==> src/rtl/bin_2_bcd_pkg.sv <==
// Shared types and constants for the iterative binary-to-BCD converter.
package bin_2_bcd_pkg;

  typedef logic [3:0] bcd_digit_t;

  localparam int NUM_DIGITS    = 4;
  localparam int OVF_THRESHOLD = 999;
  localparam int ACC_W         = NUM_DIGITS * 4;

  typedef enum logic {
    ST_IDLE = 1'b0,
    ST_BUSY = 1'b1
  } state_t;

endpackage

==> src/rtl/bin_2_bcd_add3.sv <==
// Double-dabble correction cell: a BCD digit of 5 or more gets 3 added
// so that the following left shift carries correctly into the next digit.
module bin_2_bcd_add3
  import bin_2_bcd_pkg::*;
(
  input  bcd_digit_t digit,
  output bcd_digit_t adjusted
);

  // Conditional add-3 on one digit
  always_comb begin
    adjusted = digit;
    if (digit >= 4'd5) begin
      adjusted = digit + 4'd3;
    end else begin
      adjusted = digit;
    end
  end

endmodule

==> src/rtl/bin_2_bcd.sv <==
// Iterative binary-to-BCD converter (shift-add-3, one bit per cycle, MSB first).
// Define BIN_2_BCD_SATURATE_EN to clamp the reported digits to 9,9,9 on overflow.
module bin_2_bcd
  import bin_2_bcd_pkg::*;
#(
  parameter int BIN_W = 12
) (
  input  logic             clk,
  input  logic             rst_n,
  input  logic             start,
  input  logic [BIN_W-1:0] bin,
  output logic             busy,
  output logic             done,
  output logic [3:0]       huns,
  output logic [3:0]       tens,
  output logic [3:0]       ones,
  output logic             ovf
);

  localparam int              CNT_W    = $clog2(BIN_W);
  localparam logic [CNT_W-1:0] LAST_CNT = CNT_W'(BIN_W - 1);

  // Four BCD digits can always hold a 13-bit value; 10 bits is the least that can exceed 999.
  if (BIN_W < 10 || BIN_W > 13 || ((2 ** BIN_W) - 1) <= OVF_THRESHOLD) begin : g_bad_width
    $error("bin_2_bcd: BIN_W must be in 10..13");
  end

  state_t           state_r, state_nxt_s;
  logic             load_s, step_s, last_s;
  logic [CNT_W-1:0] cnt_r;
  logic [BIN_W-1:0] shift_r;
  logic [ACC_W-1:0] acc_r, acc_adj_s, acc_nxt_s;
  bcd_digit_t       thou_s, huns_s, tens_s, ones_s;
  logic             ovf_s;
  logic             done_r, ovf_r;
  bcd_digit_t       huns_r, tens_r, ones_r;

  for (genvar g = 0; g < NUM_DIGITS; g++) begin : g_add3
    bin_2_bcd_add3 u_add3 (
      .digit    (acc_r[g*4 +: 4]),
      .adjusted (acc_adj_s[g*4 +: 4])
    );
  end

  // The thousands digit never reaches 8 before its last shift, so dropping its MSB is lossless.
  assign acc_nxt_s = ACC_W'({acc_adj_s, shift_r[BIN_W-1]});

  // FSM state register
  always_ff @(posedge clk or negedge rst_n) begin
    if (!rst_n) begin
      state_r <= ST_IDLE;
    end else begin
      state_r <= state_nxt_s;
    end
  end

  // Next-state and datapath control
  always_comb begin
    state_nxt_s = state_r;
    load_s      = 1'b0;
    step_s      = 1'b0;
    last_s      = 1'b0;
    case (state_r)
      ST_IDLE: begin
        if (start) begin
          load_s      = 1'b1;
          state_nxt_s = ST_BUSY;
        end else begin
          state_nxt_s = ST_IDLE;
        end
      end
      ST_BUSY: begin
        step_s = 1'b1;
        if (cnt_r == LAST_CNT) begin
          last_s      = 1'b1;
          state_nxt_s = ST_IDLE;
        end else begin
          state_nxt_s = ST_BUSY;
        end
      end
      default: state_nxt_s = ST_IDLE;
    endcase
  end

  // Result digits taken from the accumulator value being written on the final step
  always_comb begin
    thou_s = acc_nxt_s[15:12];
    huns_s = acc_nxt_s[11:8];
    tens_s = acc_nxt_s[7:4];
    ones_s = acc_nxt_s[3:0];
    ovf_s  = (thou_s != 4'd0);
`ifdef BIN_2_BCD_SATURATE_EN
    if (ovf_s) begin
      huns_s = 4'd9;
      tens_s = 4'd9;
      ones_s = 4'd9;
    end else begin
      huns_s = acc_nxt_s[11:8];
      tens_s = acc_nxt_s[7:4];
      ones_s = acc_nxt_s[3:0];
    end
`endif
  end

  // Conversion datapath and registered results
  always_ff @(posedge clk or negedge rst_n) begin
    if (!rst_n) begin
      cnt_r   <= '0;
      shift_r <= '0;
      acc_r   <= '0;
      done_r  <= 1'b0;
      huns_r  <= 4'd0;
      tens_r  <= 4'd0;
      ones_r  <= 4'd0;
      ovf_r   <= 1'b0;
    end else begin
      done_r <= 1'b0;
      if (load_s) begin
        shift_r <= bin;
        acc_r   <= '0;
        cnt_r   <= '0;
      end else if (step_s) begin
        shift_r <= shift_r << 1;
        acc_r   <= acc_nxt_s;
        cnt_r   <= cnt_r + CNT_W'(1);
      end
      if (last_s) begin
        done_r <= 1'b1;
        huns_r <= huns_s;
        tens_r <= tens_s;
        ones_r <= ones_s;
        ovf_r  <= ovf_s;
      end
    end
  end

  assign busy = (state_r == ST_BUSY);
  assign done = done_r;
  assign huns = huns_r;
  assign tens = tens_r;
  assign ones = ones_r;
  assign ovf  = ovf_r;

endmodule

==> config.mk <==
export PLATFORM = sky130hd
export DESIGN_NAME = bin_2_bcd
export DESIGN_NICKNAME = d
export VERILOG_FILES = /design/src/rtl/bin_2_bcd_pkg.sv /design/src/rtl/bin_2_bcd_add3.sv /design/src/rtl/bin_2_bcd.sv
export SDC_FILE = /design/constraint.sdc
export NUM_CORES = 1
export LEC_CHECK = 0
export ABC_AREA = 1
export CORE_MARGIN = 1
export CORE_UTILIZATION = 25
export CTS_BUF_LIST = sky130_fd_sc_hd__clkbuf_2 sky130_fd_sc_hd__clkbuf_4 sky130_fd_sc_hd__clkbuf_8
export CTS_CLUSTER_SIZE = 10
export DETAILED_ROUTE_END_ITERATION = 8
export GPL_TIMING_DRIVEN = 0
export MAX_ROUTING_LAYER = met4
export PLACE_DENSITY = 0.4
export SYNTH_ARGS = -nofsm -noshare
export SYNTH_HDL_FRONTEND = slang
export SYNTH_SLANG_ARGS = --single-unit
==> constraint.sdc <==
create_clock -name clk -period 2.9 [get_ports clk]
set_input_delay 0.58 -clock clk [delete_from_list [all_inputs] [get_ports clk]]
set_output_delay 0.58 -clock clk [all_outputs]
set_load 0.02 [all_outputs]
==> results of run 1 <==
-- per-stage QoR --
stage	setup slack, ps	std cells	util	setup TNS, ps
2_1_floorplan	1590	246	-	0
3_3_place_gp	-345	383	0.307	-16070
3_5_place_dp	886	384	0.308	0
4_1_cts	997	392	0.319	0
5_1_grt	982	392	0.319	0
6_report	1030	392	0.319	0
-- worst paths after layout --
path,cells past startpoint,end,slack [ps],start
worst min-delay path,1,acc_r[9],270,rst_n
min in group clk,2,tens[3],480,tens[3]
worst max register to register,7,acc_r[2],1320,acc_r[0]
worst min register to register,2,tens[3],480,tens[3]
worst max-delay path,1,ones[3],1030,ones[3]
max in group asynchronous,2,shift_r[6],2090,rst_n
-- flip-flops by register name (all words and copies together) (netlist names) --
name / count
ones: 4
cnt_r: 4
ovf: 1
tens: 4
acc_r: 16
huns: 4
shift_r: 12
done: 1
busy: 1
-- placed cells by master (no fill, tap or decap), types with 3 or more instances in the layout --
| master | count |
|---|---|
| nand2_1 | 78 |
| o22ai_1 | 6 |
| o21ai_0 | 21 |
| nand4_1 | 3 |
| ha_1 | 9 |
| inv_2 | 4 |
| o21ai_1 | 4 |
| o21ai_2 | 8 |
| o211ai_1 | 4 |
| inv_1 | 21 |
| xor2_1 | 5 |
| dfrtp_1 | 47 |
| clkdlybuf4s50_1 | 28 |
| nor2_1 | 7 |
| buf_2 | 5 |
| nand3_1 | 10 |
| clkbuf_8 | 5 |
| buf_6 | 4 |
-- layout make-up --
cell class	count	share of cell area
clock buffers	6	0.0275
inverters	25	0.0338
plain buffers	8	0.0234
clock inverters	2	0.00450
flip-flops and latches	47	0.423
repair buffers	30	0.110
multi-input cells	166	0.329
well taps	108	0.0486
-- routing by layer --
metal | share of wire | track usage | wire, um
met2 | 0.47 | 0.201 | 2430
met1 | 0.50 | 0.155 | 2610
met4 | 0.0069 | 0.0310 | 36
met3 | 0.027 | 0.0246 | 139
met5 | 0 | - | 0
-- kinds of logic (layout without fill, tap and decap cells) --
| group | after synthesis | in the layout | synth area share |
|---|---|---|---|
| AOI/OAI and AO/OA | 48 | 48 | 0.135 |
| DFF | 47 | 47 | 0.523 |
| buffers and inverters | 33 | 71 | 0.0706 |
| adders and majority gates | 9 | 9 | 0.0501 |
| xor gates and xnor gates | 5 | 5 | 0.0195 |
| and+or+nand+nor | 104 | 104 | 0.202 |
-- report_power, final --
group,internal [mW],switching [mW],leakage [nW]
combinational,0.584,0.877,0.665
sequential,0.941,0.185,0.590
clock,0.178,0.229,0.0446
total,1.70,1.29,1.30
==> impl_metrics.json, run 1 <==
{
  "status": "completed",
  "worst-endpoint-required_ps": 2320,
  "tightestPinTransition_ps": 587,
  "async_flop_share": 1.00,
  "synth_top_area_frac": 0.523,
  "drtIter0Drc": 29,
  "syn-num-nets": 270,
  "fp.dieW_um": 96.9,
  "syn_inst": 246,
  "overflow": 0,
  "synth.most_common_cell": "nand2_1",
  "diodes": 0,
  "syn_area_um2": 2250,
  "post_cts_buffers": 0,
  "antenna_found_initial": 0,
  "cts_root_buf": "clkbuf_8",
  "cts_resized": 0,
  "insertion_delay_ps": 300,
  "clkTransAtPathRegs_ps": 90,
  "ys_seq_area_frac": 0.523,
  "slew_headroom": 0.609,
  "drv_cap": 0,
  "synth_area_leader_cell": "dfrtp_1",
  "grt_use_total": 0.123,
  "cts_tree": "yes",
  "die_h_um": 96.9,
  "totalWireLength_um": 5220,
  "hpwl_um": 3590,
  "synth_area_per_cell_um2": 9.14,
  "finClkSkew_ps": 8.06,
  "final_area_um2": 2780,
  "cts_buffers": 5,
  "crit_chain": "clkdlybuf4s50_1",
  "ant_nets": 0,
  "hold_violations": 0,
  "register_area_um2": 1180,
  "io_buffer_count": 29,
  "critPathSlowestCell": "clkdlybuf4s50_1",
  "min_path_type": "input port to asynchronous set/reset pin",
  "first_pass_iters": 4,
  "rsz0062_at_grt": "no",
  "synth_ff_type": "dfrtp_1",
  "finalPower_mw": 3.00,
  "min_period_ps": 1870,
  "die_area_um2": 9380,
  "cts_buffer_depth": 2,
  "holdBufCountCts": 0,
  "cp-end-kind": "primary output",
  "yosys_warnings": 0,
  "p_leak_nw": 1.30,
  "rows": 34,
  "syn_to_final_growth_pct": 23.5,
  "finalNetCount": 307,
  "powerDensity_nw_per_um2": 1080,
  "synthDistinctLibCells": 24,
  "ios": 30,
  "nFillCells": 940,
  "grt_max_degree": 26,
  "cp_max_fo": 2,
  "layout-drive-gt1-share": 0.127,
  "arrival_ps": 1290,
  "multi_input_area_um2": 915,
  "synthTopCellsByCount": "nand2_1 (78), dfrtp_1 (47), inv_1 (21), o21ai_0 (21), nand3_1 (10)",
  "grt_pass1_vias": 1785,
  "cp_num_buf_inv": 1,
  "cpPeakStageDelay_ps": 610,
  "fmax_mhz": 534,
  "avgViaCountPerCell": 4.37,
  "yosys_register_bits": 47,
  "whs_ps": 274,
  "cp_top_family": "buffers and inverters",
  "synth_edf_count": 0,
  "start_util": 0.258,
  "critPathKind": "register to primary output",
  "grt_pass1_wl_um": 8840,
  "clock-sinks": 47,
  "setup_viol": 0,
  "synth_area_leaders": "dfrtp_1 (52%), nand2_1 (13%), ha_1 (5.0%)",
  "core-area_um2": 8720,
  "drt-wirelength-per-cell_um": 13.3,
  "dpl-instance-area_um2": 2690,
  "gp_congestion": 0.727,
  "worst_setup_path_start_kind": "register",
  "slew_violations": 0,
  "drc_errors": 0,
  "cts_max_level": 2,
  "via_count": 1712,
  "finalCritPeriodShare": 0.646,
  "vdd_drop_max_mv": 0.221
}
(Power assumes the default switching activity.)
==> run 2, diff against run 1 <==
clock period = 1.9 ns   (was 2.9 ns; I/O delays follow)
==> results of run 2 <==
Same layout as run 1 (identical final DEF). Status: completed.
Among the figures that moved: setup slack after placement 886 ps -> 85.9 ps; setup slack after layout 1030 ps -> 226 ps; hold slack 274 ps -> 74.1 ps; register-to-register setup slack 1320 ps -> 320 ps; total power 3.00 mW -> 4.57 mW; worst IR drop on VDD 0.221 mV -> 0.338 mV
==> run 3, diff against run 2 <==
ABC_AREA = default   (was 1)
clock period = 1.8 ns   (was 1.9 ns; I/O delays follow)
==> run 3 against run 2 <==
Net effect: flip-flop and latch count unchanged; clock power increased by 3%; core utilization increased by 0.88 points; count of clock-buffer cells in the layout unchanged; die area decreased by 2.4%; register-to-register slack got worse by 160 ps; sequential power increased by 8%; hold slack improved by 410 ps; final cell count decreased by 8.4%; final area decreased by 1.7%; critical path type unchanged; critical endpoint is now ones[0]; highest routed layer unchanged.
==> impl_metrics.json, run 3 <==
{
  "status": "completed",
  "synthMuxAreaShare": 0.0753,
  "timing.rr.start": "acc_r[0]",
  "hpwl_um": 3380,
  "synthAdderAreaFrac": 0.0513,
  "io_buffer_count": 28,
  "slew_headroom": 0.699,
  "fp.dieW_um": 95.7,
  "synthDistinctLibCells": 28,
  "synth_xor_area_frac": 0.0239,
  "cts_max_level": 2,
  "grt_max_degree": 37,
  "cp-end-kind": "primary output",
  "syn-num-nets": 240,
  "instances_no_fill": 359,
  "dpl-instance-area_um2": 2620,
  "clock-sinks": 47,
  "cts_buffers": 5,
  "drv_cap": 0,
  "core-area_um2": 8340,
  "arrival_ps": 1310,
  "gp_congestion": 0.753,
  "overflow": 0,
  "cpPeakStageDelay_ps": 620,
  "first_pass_iters": 4,
  "finalPower_mw": 4.51,
  "synth_simple_gate_area_frac": 0.141,
  "syn_to_final_growth_pct": 24.5,
  "place_ws_ps": 143,
  "cp_max_fo": 2,
  "synth_ff_type": "dfrtp_1",
  "slew_violations": 0,
  "hold_violations": 0,
  "yosys_warnings": 0,
  "min_path_type": "input port to asynchronous set/reset pin",
  "final_area_um2": 2730,
  "post_cts_buffers": 0,
  "powerDensity_nw_per_um2": 1650,
  "yosys_register_bits": 47,
  "drc_errors": 0,
  "rrSetupSlack_ps": 160,
  "grt_use_total": 0.125,
  "nFillCells": 896,
  "diodes": 0,
  "async_flop_share": 1.00,
  "syn_area_um2": 2190,
  "die_h_um": 95.7,
  "synth_top_family_by_area": "simple AND/OR/NAND/NOR gates",
  "crit_chain": "clkdlybuf4s50_1",
  "setup_ws_ps": 130,
  "setup_viol": 0,
  "avgViaCountPerCell": 4.52,
  "synth_top_area_frac": 0.536,
  "critPathSlowestCell": "clkdlybuf4s50_1",
  "layout-drive-gt1-share": 0.110,
  "drt-wirelength-per-cell_um": 13.6,
  "cp_top_family": "buffers and inverters",
  "critPathKind": "register to primary output",
  "start_util": 0.263,
  "fmax_mhz": 599,
  "finClkSkew_ps": 9.68,
  "synth_area_per_cell_um2": 10.2,
  "synth_area_leaders": "dfrtp_1 (54%), o21ai_0 (9.4%), nand2_1 (6.7%)",
  "largest_register_ffs": 16,
  "reg2reg_to": "ones[2]",
  "largest-register": "acc_r",
  "ios": 30,
  "rsz0062_at_grt": "no",
  "synth_compound_area_frac": 0.136,
  "syn_inst": 216,
  "insertion_delay_ps": 300,
  "vdd_drop_max_mv": 0.388,
  "via_count": 1621,
  "p_leak_nw": 1.18,
  "finalCritPeriodShare": 0.928,
  "cp_num_buf_inv": 1,
  "rows": 33,
  "drtIter0Drc": 85,
  "synth.most_common_cell": "dfrtp_1",
  "cts_root_buf": "clkbuf_8",
  "layout_commonest_cell": "dfrtp_1",
  "post-route-util": 0.327,
  "cts_tree": "yes",
  "worst_setup_path_start_kind": "register",
  "grt_pass1_vias": 1636,
  "clkTransAtPathRegs_ps": 90,
  "min_period_ps": 1670,
  "cts_buffer_depth": 2,
  "die_area_um2": 9160,
  "synth_edf_count": 0,
  "tightestPinTransition_ps": 451,
  "grt_pass1_wl_um": 8380,
  "synth_area_leader_cell": "dfrtp_1",
  "synthTopCellsByCount": "dfrtp_1 (47), o21ai_0 (41), nand2_1 (39)",
  "totalWireLength_um": 4880,
  "ant_nets": 0,
  "largest_registers": "acc_r (16), shift_r (12)",
  "ys_seq_area_frac": 0.536,
  "finalNetCount": 277,
  "worst-endpoint-required_ps": 1440,
  "antenna_found_initial": 0,
  "place_inst": 350,
  "reg2reg_depth": 6,
  "layout_common_cells": "dfrtp_1 (46), o21ai_0 (41), nand2_1 (39)"
}
run 3: changes by cell type in the layout (fill, tap and decap cells not counted), moves of 5 or more:
cell | previous run | this run
xnor2_1 | 0 | 5
inv_1 | 21 | 9
nand2_1 | 78 | 39
nor3b_1 | 0 | 6
o22ai_1 | 6 | 0
mux2i_1 | 0 | 12
nand3_1 | 10 | 1
a21oi_1 | 0 | 9
o21ai_0 | 21 | 41
o21ai_2 | 8 | 1
run 3: layer usage:
layer | vias to the layer above | wire length, um | track usage
met2 | 31 | 2230 | 0.188
met5 | - | 0 | -
li1 | 806 | - | -
met3 | 3 | 189 | 0.0245
met4 | 0 | 15 | 0.0373
met1 | 781 | 2440 | 0.169
run 3: worst max-delay path by stage:
stage,slack [ps],to,cells past startpoint,start
after floorplan,310,huns[2],6,acc_r[8]
after global placement,-1170,shift_r[0],1,rst_n
after detailed placement,140,acc_r[10],6,acc_r[8]
after CTS,20,busy,1,busy
after global routing,10,ones[2],6,acc_r[0]
final,130,ones[0],1,ones[0]
run 3: power by group:
group,switching (mW),internal (mW)
clock network,0.354,0.287
logic,1.11,0.910
registers,0.336,1.51
total,1.80,2.71
run 3: cell type report:
| cell class | count | area [um2] | share of cell area |
|---|---|---|---|
| Tap cell | 105 | 131 | 0.0481 |
| Clock buffer | 6 | 76.3 | 0.0279 |
| Buffer | 9 | 43.8 | 0.0160 |
| Timing Repair Buffer | 30 | 308 | 0.113 |
| Sequential cell | 47 | 1180 | 0.431 |
| Clock inverter | 2 | 12.5 | 0.00458 |
| Inverter | 10 | 37.5 | 0.0137 |
| Multi-Input combinational cell | 150 | 945 | 0.346 |
run 3: repair_timing:
item,CTS,global route
hold endpoints to repair,11,0
endpoints found under the setup margin,1,4
hold buffers,1,0
resized for setup,1,3
run 3: cells by family (layout without fill, tap and decap cells):
logic type                 count (synthesis)  in the layout
AOI/OAI and AO/OA                         57             57
xor gates and xnor gates                   6              6
adders and majority gates                  9              9
buffers and inverters                     19             57
DFF                                       47             47
muxes                                     16             16
and+or+nand+nor                           62             62
run 3: stage by stage:
stage / TNS (ps) / hold slack [ps]
floorplan: 0 / 64.4
global placement: -54620 / 464
detailed placement: 0 / 272
CTS: 0 / 487
global route: 0 / 511
finish: 0 / 480
